## config.mk

```make
export PLATFORM = sky130hd
export DESIGN_NAME = fetch_stage
export DESIGN_NICKNAME = d
export VERILOG_FILES = /design/src/rtl/fetch_stage.sv
export SDC_FILE = /design/constraint.sdc
export NUM_CORES = 1
export LEC_CHECK = 0
export BUFFER_PORTS_ARGS = -buffer_cell sky130_fd_sc_hd__buf_2
export CORE_MARGIN = 3
export CORE_UTILIZATION = 35
export CTS_BUF_LIST = sky130_fd_sc_hd__clkbuf_4 sky130_fd_sc_hd__clkbuf_8
export DETAILED_ROUTE_END_ITERATION = 8
export PLACE_DENSITY = 0.56
export SETUP_SLACK_MARGIN = 0.3
export SLEW_MARGIN = 40
export SYNTH_ARGS = -nofsm -noshare
export SYNTH_HDL_FRONTEND = slang
export SYNTH_SLANG_ARGS = --single-unit
```

## constraint.sdc

```tcl
create_clock -name clk -period 2.7 [get_ports clk]
set_input_delay 0.135 -clock clk [delete_from_list [all_inputs] [get_ports clk]]
set_output_delay 0.135 -clock clk [all_outputs]
set_load 0.01 [all_outputs]
```

## src/rtl/fetch_stage.sv

```systemverilog
// fetch_stage: RV32I instruction fetch, PC register and IF/ID pipeline register.
module fetch_stage #(
  parameter logic [31:0] RESET_PC  = 32'h0000_0000,
  parameter logic [31:0] NOP_INSTR = 32'h0000_0013
) (
  input  logic        clk,
  input  logic        rst,
  input  logic        stallF,
  input  logic        stallD,
  input  logic        flushD,
  input  logic        pc_sel,
  input  logic [31:0] pc_target,
  output logic [31:0] imem_addr,
  input  logic [31:0] imem_rdata,
  output logic [31:0] PC_F,
  output logic [31:0] Instr_D,
  output logic [31:0] PC_D,
  output logic [31:0] PCplus4_D,
  output logic        valid_D,
  output logic [31:0] fetch_count
);
  logic [31:0] pc_f_q, pc_f_d;
  logic [31:0] instr_d_q, instr_d_d;
  logic [31:0] pc_d_q, pc_d_d;
  logic [31:0] pcplus4_d_q, pcplus4_d_d;
  logic        valid_d_q, valid_d_d;
  logic [31:0] count_q, count_d;
  logic [31:0] pc_f_plus4;
  logic        accept;
  assign pc_f_plus4 = pc_f_q + 32'd4;
  assign accept     = stallD && !flushD;
  // A redirect overrides stallF because the hazard unit drops stallF while redirecting.
  always_comb begin
    pc_f_d      = pc_sel ? {pc_target[31:2], 2'b00} : stallF ? pc_f_plus4 : pc_f_q;
    instr_d_d   = flushD ? NOP_INSTR : stallD ? imem_rdata : instr_d_q;
    pc_d_d      = flushD ? 32'd0 : stallD ? pc_f_q : pc_d_q;
    pcplus4_d_d = flushD ? 32'd0 : stallD ? pc_f_plus4 : pcplus4_d_q;
    valid_d_d   = flushD ? 1'b0 : stallD ? 1'b1 : valid_d_q;
    count_d     = accept ? count_q + 32'd1 : count_q;
  end
  always_ff @(posedge clk or negedge rst) begin
    if (!rst) begin
      pc_f_q      <= RESET_PC;
      instr_d_q   <= NOP_INSTR;
      pc_d_q      <= 32'd0;
      pcplus4_d_q <= 32'd0;
      valid_d_q   <= 1'b0;
      count_q     <= 32'd0;
    end else begin
      pc_f_q      <= pc_f_d;
      instr_d_q   <= instr_d_d;
      pc_d_q      <= pc_d_d;
      pcplus4_d_q <= pcplus4_d_d;
      valid_d_q   <= valid_d_d;
      count_q     <= count_d;
    end
  end
  assign PC_F        = pc_f_q;
  assign imem_addr   = pc_f_q;
  assign Instr_D     = instr_d_q;
  assign PC_D        = pc_d_q;
  assign PCplus4_D   = pcplus4_d_q;
  assign valid_D     = valid_d_q;
  assign fetch_count = count_q;
endmodule

```

==> flow_metrics.py <==
metrics = {
    "critical_path": {
        "reg2reg_from": "PC_F[2]$_DFFE_PN0N_",
        "max_stage_delay_ns": 0.55,
        "crit_chain": "ha_1 > nand3_2 > or4_4 > buf_4 > or4_1 > a31oi_1",
        "slowest_stage": "or4_4",
        "cp-end-kind": "register",
        "critPathBufInv": 1,
        "rr_endpoint": "PCplus4_D[30]$_DFFE_PN0P_",
        "crit_fanout": 10,
        "startpoint_type": "register",
        "crit_type": "register to register",
        "r2r_cells": 6,
        "required_ns": 3.08,
        "arrival_ns": 2.66,
        "r2r_slack_ns": 0.42,
        "crit_start": "PC_F[2]$_DFFE_PN0N_",
        "path_delay_family": "simple AND/OR/NAND/NOR gates",
    },
    "clock_network": {
        "numCtsBuffers": 17,
        "clk_pin_slew_ns": 0.10,
        "tritoncts": "built",
        "clockBufferDepth": 2,
        "htree_levels": 4,
        "insertion_delay_ns": 0.46,
        "cts_root_buf": "clkbuf_8",
        "cts.sinks": 156,
    },
    "cells_and_area": {
        "utilization": 0.474,
        "layout-drive-gt1-share": 0.323,
        "antennaDiodeCount": 0,
        "area.growth.synth_to_final_pct": 32.2,
        "nets": 1100,
    },
    "timing": {
        "relSlewSlack": 0.465,
        "skew_ns": 0.0146,
        "tightest_slew_ns": 0.803,
        "setup_viol": 0,
        "hold_violations": 0,
        "tns_ns": 0,
        "slew_violations": 0,
        "finalCritPeriodShare": 0.845,
        "max_freq_mhz": 438,
        "min_period_ns": 2.28,
        "rsz0062_at_grt": "false",
    },
    "die": {
        "ios": 263,
        "fp.dieH_um": 153,
        "row_count": 53,
        "die_width_um": 153,
        "coreArea_mm2": 0.0212,
        "die_area_mm2": 0.0235,
        "initial_core_util": 0.359,
    },
    "place": {
        "dp_hpwl_mm": 15.2,
        "io_buffers": 256,
        "gp_congestion": 0.736,
    },
    "worst_hold_path": {
        "hold_end": "fetch_count[2]$_DFFE_PN0P_",
        "whs_path_depth": 3,
        "hp-class": "input pin to register",
        "hp-start": "stallD",
    },
    "global_route": {
        "grtUsageTotal": 0.195,
        "grt_pass1_wl_mm": 36.8,
        "grt_max_degree": 132,
        "grt-ovfl-total": 0,
        "antenna_found_initial": 1,
        "grt_pass1_vias": 6473,
    },
    "yosys": {
        "yosysWarnings": 0,
        "ys_ff_latch": 156,
        "yosysUniqueCellTypes": 48,
        "syn-cell-area_mm2": 0.00758,
        "synth.avg_cell_area_um2": 10.1,
        "synth_enable_flop_cells": 0,
        "ys_seq_area_frac": 0.515,
        "async_flop_share": 1.00,
        "synthCells": 753,
        "synth-main-ff-cell": "dfrtp_1",
    },
    "detailed_routing": {
        "num_vias": 6531,
        "wl_per_cell_um": 17.8,
        "routed_wl_mm": 23.4,
        "vias_per_cell": 4.96,
        "drt_iter0_drc": 363,
        "drc": 0,
        "drtPass1Iterations": 4,
        "ant_nets": 0,
    },
    "pwr": {
        "p_per_area_mw_per_mm2": 551,
        "power.leakage_nw": 4.84,
        "irDropWorstVdd_mv": 0.260,
    },
    "status": {
        "status": "finished clean",
    },
    "run": {
        "drv_cap": 0,
    },
}
[placed cells by master (no fill, tap or decap), types with 23 or more instances in the layout]
master / instances
buf_2: 253
dfrtp_1: 145
nor2_1: 106
dlygate4sd3_1: 63
mux2i_1: 57
nand2_1: 42
xnor2_1: 36
o21ai_0: 34
nand4_1: 24
or3_1: 23
[layer usage]
| layer | GRT usage | up-vias | wire length (µm) |
|---|---|---|---|
| met2 | 0.309 | 211 | 10900 |
| met3 | 0.0532 | 20 | 1500 |
| met5 | 0 | - | 13 |
| met4 | 0.0530 | 2 | 277 |
| met1 | 0.264 | 3128 | 10700 |
| li1 | - | 3170 | - |
[cells in the mapped netlist (6+ instances only)]
library cell,n,area share
mux2i_1,57,0.075
nand4_1,24,0.020
dfrtp_1,153,0.50
or3_1,23,0.019
buf_1,12,0.0059
nor2_1,106,0.052
clkbuf_1,36,0.018
o21ai_0,34,0.022
nand3_1,14,0.0092
a311oi_1,12,0.014
nor3_1,19,0.013
nor4_1,7,0.0058
nor2b_1,9,0.0074
inv_1,9,0.0045
xnor2_1,36,0.042
buf_4,37,0.037
a31oi_1,15,0.012
nand2_1,43,0.021
o31ai_1,7,0.0069
and4_1,6,0.0069
xor2_1,18,0.021
or4_1,14,0.014
a211oi_1,10,0.0099
[power breakdown]
part | internal [W] | switching [W] | leakage [nW]
clock | 0.000718 | 0.00105 | 0.202
combinational | 0.000461 | 0.000571 | 2.65
sequential | 0.00252 | 0.000208 | 1.99
total | 0.00370 | 0.00183 | 4.84
[state kept, by name (all words and copies together), names as in the netlist]
| signal | count |
|---|---|
| valid_D | 1 |
| PCplus4_D | 30 |
| PC_D | 31 |
| Instr_D | 32 |
| fetch_count | 32 |
| PC_F | 30 |
[cell type report]
class	count	area [µm²]
clock inverters	14	148
well taps	275	344
repair buffers	343	2150
flip-flops and latches	156	3920
fillers	2032	11100
clock buffers	18	248
multi-input cells	501	3180
inverters	9	33.8
[how the worst max path moves through the flow]
stage	to	slack [ns]	depth (start not counted)
final	PCplus4_D[30]$_DFFE_PN0P_	0.42	6
after detailed placement	PCplus4_D[20]$_DFFE_PN0P_	0.32	5
after floorplan	PCplus4_D[28]$_DFFE_PN0P_	0.40	5
after CTS	PCplus4_D[20]$_DFFE_PN0P_	0.32	5
after global routing	PCplus4_D[28]$_DFFE_PN0P_	0.31	5
after global placement	PCplus4_D[28]$_DFFE_PN0P_	0.38	5
[cells by family after synthesis]
logic type | after synthesis | synth area share
compound gates | 94 | 0.0823
xor+xnor | 54 | 0.0624
fa+ha+maj | 2 | 0.00330
buf+inv | 101 | 0.0703
flops | 156 | 0.515
mux | 58 | 0.0767
other cells | 1 | 0.000494
simple gates | 287 | 0.189
[metrics by stage]
step                      total power (W)  hold slack, ns  area [µm²]  std cells  setup slack (ns)
after global routing              0.00584           0.103       10000       1316             0.312
after global placement            0.00372          0.0949        8900       1212             0.380
after floorplan                   0.00329          -0.161        7600        756             0.401
after CTS                         0.00560          0.0693        9930       1307             0.317
final                             0.00552           0.101       10000       1316             0.419
after detailed placement          0.00373          0.0965        8910       1212             0.324
[repair_timing]
item,in CTS,in global routing
setup endpoints to repair,1,4
pin swaps,0,4
gates cloned,0,2
gates resized for setup,1,10
hold buffers,63,0
hold endpoints to repair,132,0
buffers inserted,0,7
[tightest hold or removal path: stages]
cell	delay (ns)
buf_6	0.11
nand3b_1	0.20
xnor2_1	0.09
No activity file was read; power rests on OpenSTA's default activity.
